`config.mk`:
```
export PLATFORM = sky130hd
export DESIGN_NAME = imm_extend_pipe
export DESIGN_NICKNAME = d
export VERILOG_FILES = /design/src/rtl/imm_pkg.sv /design/src/rtl/imm_extend_core.sv /design/src/rtl/imm_extend_pipe.sv
export SDC_FILE = /design/constraint.sdc
export NUM_CORES = 1
export LEC_CHECK = 0
export CAP_MARGIN = 0
export CORE_MARGIN = 10
export CORE_UTILIZATION = 50
export CTS_BUF_LIST = sky130_fd_sc_hd__clkbuf_4 sky130_fd_sc_hd__clkbuf_8 sky130_fd_sc_hd__clkbuf_16
export DETAILED_ROUTE_END_ITERATION = 10
export GPL_TIMING_DRIVEN = 0
export PLACE_DENSITY = 0.75
export REMOVE_ABC_BUFFERS = 1
export SLEW_MARGIN = 40
export SYNTH_ARGS = -nofsm -noshare
export SYNTH_HDL_FRONTEND = slang
export SYNTH_SLANG_ARGS = --single-unit
```
`constraint.sdc`:
```
create_clock -name clk -period 2.55 [get_ports clk]
set_clock_uncertainty 0.1 [all_clocks]
set_input_delay 0.255 -clock clk [delete_from_list [all_inputs] [get_ports clk]]
set_output_delay 0.255 -clock clk [all_outputs]
set_load 0.05 [all_outputs]
```
`src/rtl/imm_pkg.sv`:
```
// Shared immediate-extension mode encodings and a width-generic reference extender.
package imm_pkg;

    localparam int unsigned IMM_MODE_W = 3;

    typedef enum logic [2:0] {
        IMM_SEXT  = 3'd0,
        IMM_ZEXT  = 3'd1,
        IMM_LUI   = 3'd2,
        IMM_BROFF = 3'd3
    } imm_mode_t;

    // Widths are runtime arguments so one function serves every IMM_W/DATA_W pairing;
    // the result is right-aligned in 64 bits and masked to data_w.
    function automatic logic [63:0] imm_extend(input logic [63:0] imm,
                                               input logic [IMM_MODE_W-1:0] mode,
                                               input int unsigned imm_w,
                                               input int unsigned data_w);
        logic [63:0] mask_d;
        logic [63:0] mask_i;
        logic [63:0] zext;
        logic [63:0] sext;
        logic [63:0] res;
        mask_d = (64'd1 << data_w) - 64'd1;
        mask_i = (64'd1 << imm_w) - 64'd1;
        zext   = imm & mask_i;
        sext   = imm[imm_w-1] ? (zext | ~mask_i) : zext;
        case (mode)
            IMM_SEXT:  res = sext;
            IMM_ZEXT:  res = zext;
            IMM_LUI:   res = zext << (data_w - imm_w);
            IMM_BROFF: res = sext << 2;
            default:   res = 64'd0;
        endcase
        return res & mask_d;
    endfunction

endpackage

```
`src/rtl/imm_extend_core.sv`:
```
// Combinational immediate extension mux; flags mode codes outside the defined set.
module imm_extend_core
    import imm_pkg::*;
#(
    parameter int unsigned IMM_W  = 16,
    parameter int unsigned DATA_W = 32
) (
    input  logic [IMM_W-1:0]      imm,
    input  logic [IMM_MODE_W-1:0] mode,
    output logic [DATA_W-1:0]     data,
    output logic                  err
);

    logic [DATA_W-1:0] zext;
    logic [DATA_W-1:0] sext;

    assign zext = {{(DATA_W-IMM_W){1'b0}}, imm};
    assign sext = {{(DATA_W-IMM_W){imm[IMM_W-1]}}, imm};

    always_comb begin
        data = '0;
        err  = 1'b0;
        case (mode)
            IMM_SEXT:  data = sext;
            IMM_ZEXT:  data = zext;
            IMM_LUI:   data = {imm, {(DATA_W-IMM_W){1'b0}}};
            IMM_BROFF: data = {sext[DATA_W-3:0], 2'b00};
            default:   err  = 1'b1;
        endcase
    end

endmodule

```
`src/rtl/imm_extend_pipe.sv`:
```
// Registered immediate extender with a two-entry (main + skid) buffer on a valid/ready handshake.
module imm_extend_pipe
    import imm_pkg::*;
#(
    parameter int unsigned IMM_W  = 16,
    parameter int unsigned DATA_W = 32
) (
    input  logic                  clk,
    input  logic                  rst,
    input  logic                  in_valid,
    output logic                  in_ready,
    input  logic [IMM_W-1:0]      in_imm,
    input  logic [IMM_MODE_W-1:0] in_mode,
    output logic                  out_valid,
    input  logic                  out_ready,
    output logic [DATA_W-1:0]     out_data,
    output logic                  out_err
);

    localparam logic [1:0] EMPTY = 2'd0;
    localparam logic [1:0] ONE   = 2'd1;
    localparam logic [1:0] TWO   = 2'd2;

    logic [1:0]        state_q, state_d;
    logic [DATA_W-1:0] main_data_q, main_data_d;
    logic              main_err_q, main_err_d;
    logic [DATA_W-1:0] skid_data_q, skid_data_d;
    logic              skid_err_q, skid_err_d;

    logic [DATA_W-1:0] ext_data;
    logic              ext_err;
    logic              in_xfer;
    logic              out_xfer;

    imm_extend_core #(
        .IMM_W (IMM_W),
        .DATA_W(DATA_W)
    ) u_core (
        .imm (in_imm),
        .mode(in_mode),
        .data(ext_data),
        .err (ext_err)
    );

    // Both handshake outputs come straight from state, so neither sees out_ready combinationally.
    assign out_valid = (state_q != EMPTY);
    assign in_ready  = (state_q != TWO);
    assign out_data  = main_data_q;
    assign out_err   = main_err_q;

    assign in_xfer  = in_valid & in_ready;
    assign out_xfer = out_valid & out_ready;

    always_comb begin
        state_d     = state_q;
        main_data_d = main_data_q;
        main_err_d  = main_err_q;
        skid_data_d = skid_data_q;
        skid_err_d  = skid_err_q;
        case (state_q)
            EMPTY: begin
                if (in_xfer) begin
                    main_data_d = ext_data;
                    main_err_d  = ext_err;
                    state_d     = ONE;
                end
            end
            ONE: begin
                if (in_xfer && out_xfer) begin
                    main_data_d = ext_data;
                    main_err_d  = ext_err;
                end else if (in_xfer) begin
                    skid_data_d = ext_data;
                    skid_err_d  = ext_err;
                    state_d     = TWO;
                end else if (out_xfer) begin
                    state_d = EMPTY;
                end
            end
            TWO: begin
                if (out_xfer) begin
                    main_data_d = skid_data_q;
                    main_err_d  = skid_err_q;
                    state_d     = ONE;
                end
            end
            default: state_d = EMPTY;
        endcase
    end

    always_ff @(posedge clk or posedge rst) begin
        if (rst) begin
            state_q     <= EMPTY;
            main_data_q <= '0;
            main_err_q  <= 1'b0;
            skid_data_q <= '0;
            skid_err_q  <= 1'b0;
        end else begin
            state_q     <= state_d;
            main_data_q <= main_data_d;
            main_err_q  <= main_err_d;
            skid_data_q <= skid_data_d;
            skid_err_q  <= skid_err_d;
        end
    end

endmodule

```
==> results.ini <==
[sta]
whs_ns=0.107
setup_viol=0
min_period_over_period_pct=93.0
rsz0062_at_grt=false
min_period_ns=2.37
max-slew-margin-rel_pct=45.9
slew_viol_final=0
tns_ns=0
clock.fmax_mhz=422
hold_viol_final=0
tightest_slew_ns=0.811

[route]
wire_per_inst_um=19.8
postRouteAntennaNets=0
drc=0
wirelength_mm=10.1
first_iter_violations=254
vias=3185
drtPass1Iterations=5
viasPerCell=6.25

[synthesis]
synth.area.top_cells=dfrtp_1 (46%), a211oi_1 (6.2%), o211ai_1 (6.0%), mux2_2 (5.1%), nand2_1 (4.1%)
syn_area_per_cell_um2=9.82
async_flop_share_pct=100
synth_seq_cells=68
yosysTopAreaCellShare_pct=45.6
synth_top_area_cell=dfrtp_1
synth-edff-count=0
synth_common_cells=dfrtp_1 (68), nand2_1 (41), a211oi_1 (31)
yosysMostFrequentCell=dfrtp_1
ys_warn_count=0
syn_area_um2=3730
synthFlopType=dfrtp_1
synthCells=380
seq_area_frac_synth_pct=45.6
synth.distinct_cells=32

[critical_path]
crit_required_ns=2.69
end_kind=flip-flop
r2r_slack_ns=0.18
arrival_ns=2.51
critPathKind=reg2reg
cp_cell_sequence=nand2b_1 > o21ai_4 > mux2_2
slowest_delay_ns=0.66
r2r-start=state_q[1]
slowest_stage=o21ai_4
critPathLaunch=state_q[1]
cp-start-kind=flip-flop
cp_max_fo=23

[grt]
met3_usage_pct=4.65
antenna_found_initial=0
grt_util_met1_pct=25.4
grt_pass1_vias=3110
met2_usage_pct=26.5
top_usage_layer=met2
overflow=0
grt_usage_pct=17.9
grt_max_degree=54
grt_first_pass_wirelength_mm=16.6

[clock_tree]
postCtsSetupRepairBufs=0
cts-buffers-inserted=9
cts-root-buf=clkbuf_8
clock_latency_ns=0.35
tritoncts=built
htree_levels=3
clockBufferDepth=2
path_clk_slew_ns=0.08
clock-sinks=68
ctsHoldBuffers=0

[floorplan]
die_area_um2=11300
core-area_um2=7250
dieHeight_um=106
row_count=31
num_io_pins=58
dieWidth_um=106
initial_core_util_pct=51.4

[pwr]
ir_drop_mv=0.425
finalPower_mw=4.11
p_leak_nw=1.81
power.density_nw_per_um2=909

[finish]
multiInputGateArea_um2=1800
fill_cells=637
drive_gt1_share_pct=12.7
register_area_um2=1710
area_growth_pct=21.1
antennaDiodeCount=0
layout.nets=430

[outcome]
outcome=complete, no violations

[placed_design]
place_congestion=0.769
port_buffers=57
dpl.hpwl_mm=6.41

[run]
maxCapViolCount=0

[hold_path]
min_path_type=in2async

==> cell families after synthesis <==
| kind of cell | after synthesis | synth area share, % |
|---|---|---|
| AOI/OAI and AO/OA | 146 | 27.0 |
| and+or+nand+nor | 100 | 14.7 |
| buffers and inverters | 48 | 7.24 |
| muxes | 18 | 5.40 |
| DFF | 68 | 45.6 |
==> worst max-delay path, delay by kind of cell (launching register included) <==
family           cells  cell delay (ns)
AO/OA/AOI/OAI        1             0.66
flip-flops           1             0.60
multiplexers         1             0.40
AND/OR/NAND/NOR      1             0.50
==> power by group <==
group          internal (mW)  total [mW]  switching (mW)
sequential              1.36        1.57           0.202
combinational          0.560        1.57            1.01
clock                  0.553       0.974           0.421
==> metal layers <==
metal / vias up / share of wire [%]
li1: 1474 / -
met5: - / 0
met4: 0 / 0.52
met1: 1565 / 45
met2: 140 / 46
met3: 6 / 7.8
==> cell type report <==
type	count	area share [%]
multi-input cells	264	39.8
flip-flops and latches	68	37.8
repair buffers	61	14.7
clock buffers	10	2.91
well taps	99	2.74
clock inverters	5	1.72
inverters	3	0.360
==> placed cells by master (no fill, tap or decap), types with 2 or more instances in the layout <==
cell type        netlist  layout
o211ai_1              30      30
a31oi_1               18      18
clkinv_2               0       2
a211oi_1              31      31
dfrtp_1               68      66
clkdlybuf4s50_1        0      53
nand3_1               16      16
nor2b_4                0       2
clkbuf_8               0       9
buf_16                 0       4
nand2b_1              16      15
a211o_1               13      13
mux2_2                17      17
a21o_1                13      13
nand2_1               41      41
o21ai_0               22      22
a21oi_1               15      15
inv_1                  3       2
nand4b_1              14      14
buf_2                 24       3
bufinv_16              0       2
==> sequential cells by signal (all words and copies together), names as in the netlist <==
register     count
out_data        32
skid_err_q       1
out_err          1
state_q          2
skid_data_q     32
==> path summary, 6_finish.rpt <==
kind	to	depth (start not counted)
min in group clk	state_q[1]	2
min	skid_data_q[28]	2
min reg2reg	skid_data_q[13]	1
max	out_err	3
max reg2reg	out_err	3
max in group asynchronous	state_q[0]	3
==> stage by stage <==
stage	cells	worst slack [ns]	util (%)	instance area, µm²
after floorplan	335	-0.547	-	3470
after global placement	491	-1.96	57.4	4170
after detailed placement	495	-0.639	59.4	4310
after CTS	510	0.0824	62.3	4520
after global routing	510	0.0797	62.3	4520
final	510	0.179	62.3	4520
==> timing repair <==
item | 4_1_cts | 5_1_grt
gates resized for setup | 4 | 1
hold endpoints to repair | 0 | 0
cloned | 0 | 0
setup endpoints to repair | 17 | 1
No activity file was read; power rests on OpenSTA's default activity.
